### config.mk
export PLATFORM = sky130hd
export DESIGN_NAME = jb_device
export DESIGN_NICKNAME = d
export VERILOG_FILES = /design/src/rtl/jb_pkg.sv /design/src/rtl/jb_bit_tx.sv /design/src/rtl/jb_device.sv
export SDC_FILE = /design/constraint.sdc
export NUM_CORES = 1
export LEC_CHECK = 0
export CAP_MARGIN = 20
export CORE_ASPECT_RATIO = 1.1
export CORE_UTILIZATION = 45
export CTS_CLUSTER_SIZE = 20
export DETAILED_ROUTE_END_ITERATION = 16
export PLACE_DENSITY_LB_ADDON = 0.15
export SETUP_SLACK_MARGIN = 0.02
export SLEW_MARGIN = 10
export SYNTH_ARGS = -nofsm -noshare
export SYNTH_HDL_FRONTEND = slang
export SYNTH_SLANG_ARGS = --single-unit
### constraint.sdc
create_clock -name clk -period 4.93 [get_ports clk]
set_clock_uncertainty 0.2 [all_clocks]
set_input_delay 0.7395 -clock clk [delete_from_list [all_inputs] [get_ports clk]]
set_output_delay 0.7395 -clock clk [all_outputs]
set_load 0.05 [all_outputs]
### src/rtl/jb_pkg.sv
// JOYBUS device shared definitions: command codes, response lengths, FSM states.
// Latency: n/a; backpressure: n/a.
package jb_pkg;

    localparam logic [7:0] JB_CMD_INFO  = 8'h00;
    localparam logic [7:0] JB_CMD_POLL  = 8'h01;
    localparam logic [7:0] JB_CMD_RESET = 8'hFF;

    localparam logic [5:0] JB_LEN_ID   = 6'd24;
    localparam logic [5:0] JB_LEN_POLL = 6'd32;

    typedef enum logic [2:0] {
        ST_IDLE,
        ST_RX_BIT,
        ST_RX_STOP,
        ST_RESP_WAIT,
        ST_TX_BIT,
        ST_TX_STOP
    } jb_state_t;

    function automatic logic jb_cmd_answers(input logic [7:0] cmd);
        return (cmd == JB_CMD_INFO) || (cmd == JB_CMD_POLL) || (cmd == JB_CMD_RESET);
    endfunction

endpackage

### src/rtl/jb_bit_tx.sv
// Single JOYBUS bit transmitter: 4 us cell, low 1 us for '1' or 3 us for '0'.
// Latency: oe asserts the cycle after start; done on the last cycle; no backpressure.
module jb_bit_tx #(
    parameter int CYC_PER_US = 25
) (
    input  logic clk,
    input  logic rst,
    input  logic start,
    input  logic bit_val,
    output logic oe,
    output logic done
);

    localparam int BIT_CYC = 4 * CYC_PER_US;
    localparam int CW      = $clog2(BIT_CYC);
    localparam logic [CW-1:0] BIT_LAST = CW'(BIT_CYC - 1);
    localparam logic [CW-1:0] LOW_ONE  = CW'(CYC_PER_US);
    localparam logic [CW-1:0] LOW_ZERO = CW'(3 * CYC_PER_US);

    logic          active;
    logic          bit_q;
    logic [CW-1:0] cnt;
    logic [CW-1:0] cnt_inc;
    logic [CW-1:0] low_len;

    assign cnt_inc = cnt + CW'(1);
    assign low_len = bit_q ? LOW_ONE : LOW_ZERO;
    assign done    = active && (cnt == BIT_LAST);

    // start wins over done so back-to-back bits have no idle gap
    always_ff @(posedge clk or posedge rst) begin
        if (rst) begin
            active <= 1'b0;
            bit_q  <= 1'b0;
            cnt    <= '0;
            oe     <= 1'b0;
        end else if (start) begin
            active <= 1'b1;
            bit_q  <= bit_val;
            cnt    <= '0;
            oe     <= 1'b1;
        end else if (active) begin
            if (cnt == BIT_LAST) begin
                active <= 1'b0;
                oe     <= 1'b0;
            end else begin
                cnt <= cnt_inc;
                oe  <= (cnt_inc < low_len);
            end
        end
    end

endmodule

### src/rtl/jb_device.sv
// JOYBUS responder emulating an N64 controller: decodes host command, answers identity or buttons.
// Latency: response starts RESP_DELAY_US after host stop; backpressure: none, bus is host-timed.
module jb_device
    import jb_pkg::*;
#(
    parameter int         CYC_PER_US    = 25,
    parameter int         RESP_DELAY_US = 2,
    parameter logic [7:0] ID_HI         = 8'h05,
    parameter logic [7:0] ID_LO         = 8'h00,
    parameter logic [7:0] ID_STAT       = 8'h02,
    parameter int         TIMEOUT_US    = 8
) (
    input  logic        clk,
    input  logic        rst,
    input  logic        jb_in,
    output logic        jb_oe,
    input  logic [31:0] btn_data,
    output logic        cmd_valid,
    output logic [7:0]  cmd_byte,
    output logic        busy
);

    localparam int T1     = CYC_PER_US;
    localparam int TO_CYC = TIMEOUT_US * T1;
    localparam int CNT_W  = $clog2(TO_CYC + 2);
    localparam logic [CNT_W-1:0] CNT_ONE  = CNT_W'(1);
    localparam logic [CNT_W-1:0] CNT_HALF = CNT_W'(2 * T1);
    localparam logic [CNT_W-1:0] CNT_RESP = CNT_W'(RESP_DELAY_US * T1);
    localparam logic [CNT_W-1:0] CNT_STOP = CNT_W'(2 * T1);
    localparam logic [CNT_W-1:0] CNT_TO   = CNT_W'(TO_CYC);

    jb_state_t        state, state_nxt;
    logic             jb_s1, jb_s2, jb_prev;
    logic             fall, rise, pulse_short, timeout, resp_poll;
    logic [CNT_W-1:0] cnt;
    logic [3:0]       bit_cnt;
    logic [7:0]       rx_sr;
    logic [31:0]      tx_sr;
    logic [5:0]       tx_left;
    logic             tx_start, tx_bit, tx_oe, tx_done, stop_oe;

    // Sync flops idle high so reset release never looks like a falling edge
    always_ff @(posedge clk or posedge rst) begin
        if (rst) begin
            jb_s1   <= 1'b1;
            jb_s2   <= 1'b1;
            jb_prev <= 1'b1;
        end else begin
            jb_s1   <= jb_in;
            jb_s2   <= jb_s1;
            jb_prev <= jb_s2;
        end
    end

    assign fall        = jb_prev & ~jb_s2;
    assign rise        = ~jb_prev & jb_s2;
    assign pulse_short = (cnt < CNT_HALF);
    assign timeout     = (cnt > CNT_TO);
    assign resp_poll   = (cmd_byte == JB_CMD_POLL);
    assign busy        = (state != ST_IDLE);
    assign jb_oe       = tx_oe | stop_oe;

    always_ff @(posedge clk or posedge rst) begin
        if (rst) state <= ST_IDLE;
        else     state <= state_nxt;
    end

    always_comb begin
        state_nxt = state;
        tx_start  = 1'b0;
        tx_bit    = 1'b0;
        case (state)
            ST_IDLE:    if (fall) state_nxt = ST_RX_BIT;
            ST_RX_BIT: begin
                if (timeout)                        state_nxt = ST_IDLE;
                else if (rise && bit_cnt == 4'd7)   state_nxt = ST_RX_STOP;
            end
            ST_RX_STOP: begin
                if (timeout)   state_nxt = ST_IDLE;
                else if (rise) state_nxt = (pulse_short && jb_cmd_answers(rx_sr)) ? ST_RESP_WAIT : ST_IDLE;
            end
            ST_RESP_WAIT: begin
                if (cnt == CNT_RESP) begin
                    state_nxt = ST_TX_BIT;
                    tx_start  = 1'b1;
                    tx_bit    = resp_poll ? btn_data[31] : ID_HI[7];
                end
            end
            ST_TX_BIT: begin
                if (tx_done) begin
                    if (tx_left == 6'd1) begin
                        state_nxt = ST_TX_STOP;
                    end else begin
                        tx_start = 1'b1;
                        tx_bit   = tx_sr[31];
                    end
                end
            end
            ST_TX_STOP: if (cnt == CNT_STOP) state_nxt = ST_IDLE;
            default:    state_nxt = ST_IDLE;
        endcase
    end

    // cnt measures level duration while receiving; it free-runs while responding so bus edges are ignored
    always_ff @(posedge clk or posedge rst) begin
        if (rst) begin
            cnt       <= '0;
            bit_cnt   <= '0;
            rx_sr     <= '0;
            tx_sr     <= '0;
            tx_left   <= '0;
            stop_oe   <= 1'b0;
            cmd_valid <= 1'b0;
            cmd_byte  <= '0;
        end else begin
            cmd_valid <= 1'b0;
            case (state)
                ST_IDLE, ST_RX_BIT, ST_RX_STOP: begin
                    if (fall || rise)    cnt <= CNT_ONE;
                    else if (cnt != '1)  cnt <= cnt + CNT_ONE;
                end
                ST_TX_BIT: cnt <= CNT_ONE;
                default:   cnt <= cnt + CNT_ONE;
            endcase
            if (state == ST_IDLE && fall)
                bit_cnt <= '0;
            if (state == ST_RX_BIT && rise && !timeout) begin
                rx_sr   <= {rx_sr[6:0], pulse_short};
                bit_cnt <= bit_cnt + 4'd1;
            end
            if (state == ST_RX_STOP && rise && !timeout && pulse_short) begin
                cmd_valid <= 1'b1;
                cmd_byte  <= rx_sr;
            end
            // tx_sr holds the bits still to send after the one in flight
            if (state == ST_RESP_WAIT && tx_start) begin
                tx_sr   <= resp_poll ? {btn_data[30:0], 1'b0} : {ID_HI[6:0], ID_LO, ID_STAT, 9'h000};
                tx_left <= resp_poll ? JB_LEN_POLL : JB_LEN_ID;
            end
            if (state == ST_TX_BIT && tx_start) begin
                tx_sr   <= {tx_sr[30:0], 1'b0};
                tx_left <= tx_left - 6'd1;
            end
            if (state == ST_TX_BIT && state_nxt == ST_TX_STOP)
                stop_oe <= 1'b1;
            else if (state == ST_TX_STOP && state_nxt == ST_IDLE)
                stop_oe <= 1'b0;
        end
    end

    jb_bit_tx #(.CYC_PER_US(CYC_PER_US)) u_bit_tx (
        .clk     (clk),
        .rst     (rst),
        .start   (tx_start),
        .bit_val (tx_bit),
        .oe      (tx_oe),
        .done    (tx_done)
    );

endmodule

**Word level (Yosys, flattened, before mapping)**

Cells that the tools add are included.

- Reductions and logical operators: 27
- Muxes and demuxes: 44
- Add/subtract/negate cells: 4
- Bitwise operators: 5
- Eq/ne operators: 16
- Magnitude comparators: 3

Operator list:

| operator | count |
|---|---|
| $mux W32 | 3 |
| $mux W7 | 4 |
| $mux W3 | 9 |
| $mux W6 | 3 |
| $pmux W3 S6 | 1 |
| $eq A8 B1 Y1 const B | 2 |
| $mux W1 | 16 |
| $mux W8 | 2 |
| $pmux W8 S2 | 1 |
| $logic_and A1 B1 Y1 | 13 |
| $eq A3 B3 Y1 const B | 3 |
| $add A8 B1 Y8 const B | 1 |
| $eq A8 B6 Y1 const B | 1 |
| $eq A8 B8 Y1 const B | 1 |
| $gt A8 B8 Y1 const B | 1 |
| $logic_not A8 Y1 | 1 |
| $lt A8 B6 Y1 const B | 1 |
| $mux W4 | 2 |
| $ne A8 B8 Y1 const B | 1 |
| $reduce_bool A2 Y1 | 4 |
| $add A7 B1 Y7 const B | 1 |
| $eq A7 B7 Y1 const B | 1 |
| $lt A7 B7 Y1 | 1 |
| $eq A3 B2 Y1 const B | 2 |
| other kinds (18) | 24 |

- Bits of input ports: 35
- Output and inout port bits: 11
- Bits in registers: 84
- Logic and storage cells: 115

**Depth between registers and ports, before layout**

- Depth in word-level cells: 12
- Mapped depth: 8
- Gate-level depth less buffers: 8

**Hierarchy**

Synthesis repeated with hierarchy kept, for this count alone.

- Cells, all modules: 404
- Area, all modules: 4171.5 µm²

By module, submodules not included:

| module | area an instance (µm²) | seq. area each (µm²) | cells an instance | times used |
|---|---|---|---|---|
| jb_device | 3513.4 | 1830.5 | 342 | 1 |
| jb_bit_tx | 658.1 | 250.2 | 62 | 1 |

**Worst setup path after synthesis**

No wires, ideal clock.

- Path kind: reg-to-reg
- Start point: reg u_bit_tx.cnt[0]
- End point: reg u_bit_tx.oe
- Cell stages (with the launch flop): 8
- Arrival time: 1.787 ns
- Slack: 2.820 ns
- Library setup time: 0.124 ns
- Cell sequence: dfrtp_1 ha_1 and3_1 xor2_1 ha_1 o21ai_0 a211o_1 a211o_1

- Cells in the longest elaborated chain, start to end: 5
- Elaborated cells on any way between the ends: 10

RTL lines:

| element | RTL line | text |
|---|---|---|
| start: declaration | jb_bit_tx.sv:22 | `logic [CW-1:0] cnt;` |
| start signal: assignment | jb_bit_tx.sv:47 | `cnt <= cnt_inc;` |
| $add A7 B1 Y7 / $eq A7 B7 Y1 (equally long branches) | jb_bit_tx.sv:26, jb_bit_tx.sv:28, jb_bit_tx.sv:43 |  |
| $lt A7 B7 Y1 / $logic_and A1 B1 Y1 (equally long branches) | jb_bit_tx.sv:48, jb_bit_tx.sv:28 |  |
| $mux W1 (on tied branches) | jb_bit_tx.sv:43, jb_device.sv:90 |  |
| $mux W1 / $pmux W1 S2 (equally long branches) | jb_bit_tx.sv:42, jb_device.sv:72 |  |
| $mux W1 / $reduce_bool A2 Y1 (equally long branches) | -- |  |
| end signal: assignment | jb_bit_tx.sv:48 | `oe <= (cnt_inc < low_len);` |
| end: declaration | jb_bit_tx.sv:10 | `output logic oe,` |

Parallel ways exist; a longest one is shown, timed or not. The select of a mux whose other input is x is not followed.
A chain may end at the register's enable or synchronous reset.

**Final worst setup path**

- Start point: reg state[2]
- End point: reg tx_left[0]

- Cells in the longest elaborated chain, start to end: 4
- Elaborated cells on any way between the ends: 7

RTL lines:

| element | RTL line | text |
|---|---|---|
| start: declaration | jb_device.sv:32 | `jb_state_t state, state_nxt;` |
| start signal: assignment | jb_device.sv:65 | `else state <= state_nxt;` |
| $eq A3 B3 Y1 / $eq A3 B2 Y1 (equally long branches) | jb_device.sv:72, jb_device.sv:140, jb_device.sv:136 |  |
| $pmux W1 S2 | jb_device.sv:72 | `case (state)` |
| $logic_and A1 B1 Y1 (on tied branches) | jb_device.sv:140, jb_device.sv:136 |  |
| $mux W6 / $reduce_bool A2 Y1 (equally long branches) | -- |  |
| end signal: assignment | jb_device.sv:138 | `tx_left <= resp_poll ? JB_LEN_POLL : JB_LEN_ID;` |
| end signal: assignment | jb_device.sv:142 | `tx_left <= tx_left - 6'd1;` |
| end: declaration | jb_device.sv:39 | `logic [5:0] tx_left;` |

Parallel ways exist; a longest one is shown, timed or not.

==> impl_metrics.py <==
metrics = {
    "run_status": {
        "status": "finished clean",
    },
    "timing": {
        "setup_tns_ns": 0,
        "worst_pin_slew_ns": 0.841,
        "slew_headroom": 0.438,
        "hold_viol": 0,
        "period_needed_ns": 3.05,
        "fin_ws_ns": 1.88,
        "setup_viol": 0,
        "rsz0062_at_grt": "no",
        "drv_slew": 0,
        "period_share": 0.619,
        "maxClockFrequency_ghz": 0.328,
        "hold_ws_ns": 0.164,
    },
    "setup_path": {
        "max_stage_delay_ns": 0.80,
        "criticalPathCategory": "reg2reg",
        "path_delay_family": "simple AND/OR/NAND/NOR gates",
        "cp.arrival_ns": 3.07,
        "cp_max_fo": 19,
        "slowest_stage": "o21ai_1",
        "worstSetupEndpointType": "flop",
        "start_kind": "flop",
        "cp.required_ns": 4.95,
        "crit_chain": "nor3b_2 > nand4_1 > o21ai_1 > o21ai_0",
        "crit_buf_inv": 0,
    },
    "clocking": {
        "insertion_delay_ns": 0.35,
        "clockBufferDepth": 2,
        "numCtsBuffers": 9,
        "htreeDepth": 3,
        "clkSinkCount": 83,
        "hold_buffers": 0,
        "clkTransAtPathRegs_ns": 0.09,
        "cts_tree": "done",
        "ctsRootBufferMaster": "clkbuf_8",
        "post_cts_resized": 0,
        "cts_setup_buffers": 0,
    },
    "floorplan": {
        "die_w_um": 97.3,
        "core_area_mm2": 0.00954,
        "start_util": 0.472,
        "ios": 46,
        "die-area_mm2": 0.0104,
        "rows": 37,
        "die_h_um": 107,
    },
    "layout": {
        "drive_gt1_frac": 0.129,
        "final_util": 0.545,
        "area_growth_pct": 15.6,
        "nNetsFinal": 531,
        "antenna_cells": 0,
        "mostFrequentLayoutCell": "dfrtp_1",
        "most-common-layout-cells": "dfrtp_1, nand3_1, clkdlybuf4s50_1, nand2_1, nor3_1",
        "finalNonFillerCells": 607,
        "design_area_mm2": 0.00520,
    },
    "global_route": {
        "grt_usage": 0.208,
        "met3_usage": 0.0359,
        "antenna_found_initial": 0,
        "grt_use_met1": 0.283,
        "busiest_layer": "met2",
        "grt_pass1_vias": 3612,
        "grt_max_degree": 49,
        "grt_overflow": 0,
        "use_met2": 0.339,
        "grt_pass1_wl_um": 17500,
    },
    "route": {
        "vias_per_cell": 5.90,
        "firstDrtPassIters": 5,
        "route.vias.total": 3584,
        "routed_wl_um": 10000,
        "routedWlPerCell_um": 16.5,
        "drc": 0,
        "antenna_left": 0,
        "drtIter0Drc": 171,
    },
    "placed_design": {
        "gp_congestion": 0.776,
        "placed_area_mm2": 0.00495,
        "pre_cts_slack_ns": 1.87,
        "hpwl_um": 6560,
        "port_buffers": 45,
        "dp.cells": 590,
    },
    "pwr": {
        "irDropWorstVdd_mv": 0.238,
        "pwr-share-seq": 0.460,
        "p_comb_frac": 0.233,
        "power_density_mw_per_mm2": 357,
        "swShare": 0.325,
        "pwr-share-clk": 0.307,
        "total_leakage_power_nw": 2.20,
        "power_mw": 1.85,
        "internal_power_mw": 1.25,
        "p_sw_mw": 0.602,
    },
    "yosys": {
        "synth_edf_count": 0,
        "synthMuxAreaShare": 0.0540,
        "synth_area_mm2": 0.00450,
        "synth-compound-area-share": 0.138,
        "synthCells": 457,
        "synth_warnings": 0,
        "synth_cell_types": 66,
        "synth_top_flop_cell": "dfrtp_1",
        "synth_top_family_by_area": "simple AND/OR/NAND/NOR gates",
        "synthSimpleGateAreaFrac": 0.241,
        "async_reset_ff_frac": 1.00,
        "syn_nets": 503,
        "seq_area_frac_synth": 0.463,
        "synth_seq_cells": 83,
        "synth_fa_ha_area_frac": 0.0306,
        "syn_area_per_cell_um2": 9.84,
        "synth_xor_area_frac": 0.0136,
    },
    "min_path": {
        "hold_class": "reg2reg",
    },
    "run": {
        "maxCapViolations": 0,
    },
}
==> routing by layer <==
layer,part of all wire,up-vias
met5,0,-
met1,0.46,1782
met3,0.034,7
li1,-,1737
met4,0.011,0
met2,0.49,58
==> synthesized netlist by cell type, drive strengths merged, types with 11 or more instances <==
master  instances  area (µm²)
nand3          47         240
nand2          39         149
mux2           16         203
nor3           38         190
dfrtp          80        2000
ha             11         138
o21ai          11        55.1
inv            15        56.3
nor2           12        45.0
a31oi          31         194
buf            29         189
==> final timing paths <==
check,cells past startpoint,endpoint,slack (ns),from
worst max-delay path,4,tx_left[0]$_DFFE_PP0P_,1.88,state[2]$_DFF_PP0_
worst min-delay path,0,jb_s2$_DFF_PP1_,0.16,jb_s1$_DFF_PP1_
worst max register to register,4,tx_left[0]$_DFFE_PP0P_,1.88,state[2]$_DFF_PP0_
worst min register to register,0,jb_s2$_DFF_PP1_,0.16,jb_s1$_DFF_PP1_
max in group asynchronous,3,tx_sr[22]$_DFFE_PP0P_,2.93,rst
min in group asynchronous,2,cmd_byte[2]$_DFFE_PP0P_,0.63,rst
==> final cells by class <==
type / instances / area [µm²]
Fill cell: 880 / 4340
Inverter: 15 / 57.6
Tap cell: 117 / 146
Clock buffer: 10 / 138
Clock inverter: 6 / 96.3
Sequential cell: 83 / 2080
Multi-Input combinational cell: 323 / 2150
Timing Repair Buffer: 53 / 533
==> sequential cells by signal (all words and copies together) (netlist names), 3 cells and up <==
name          flops
tx_sr            31
u_bit_tx.cnt      7
cmd_byte          8
bit_cnt           4
cnt               8
tx_left           6
rx_sr             8
state             3
==> power groups by stage <==
stage,sequential [mW],clock (mW),combinational (mW)
6_report,0.853,0.569,0.432
4_1_cts,0.853,0.585,0.437
2_1_floorplan,0.890,0,0.274
3_5_place_dp,0.865,0,0.434
3_3_place_gp,0.860,0,0.418
5_1_grt,0.870,0.609,0.476
==> cell families after synthesis <==
logic type,after synthesis
and+or+nand+nor,196
AOI/OAI and AO/OA,89
DFF,83
buffers and inverters,51
muxes,20
adders and majority gates,11
xor gates and xnor gates,7
Note: power is estimated with default switching activity, not from simulation.
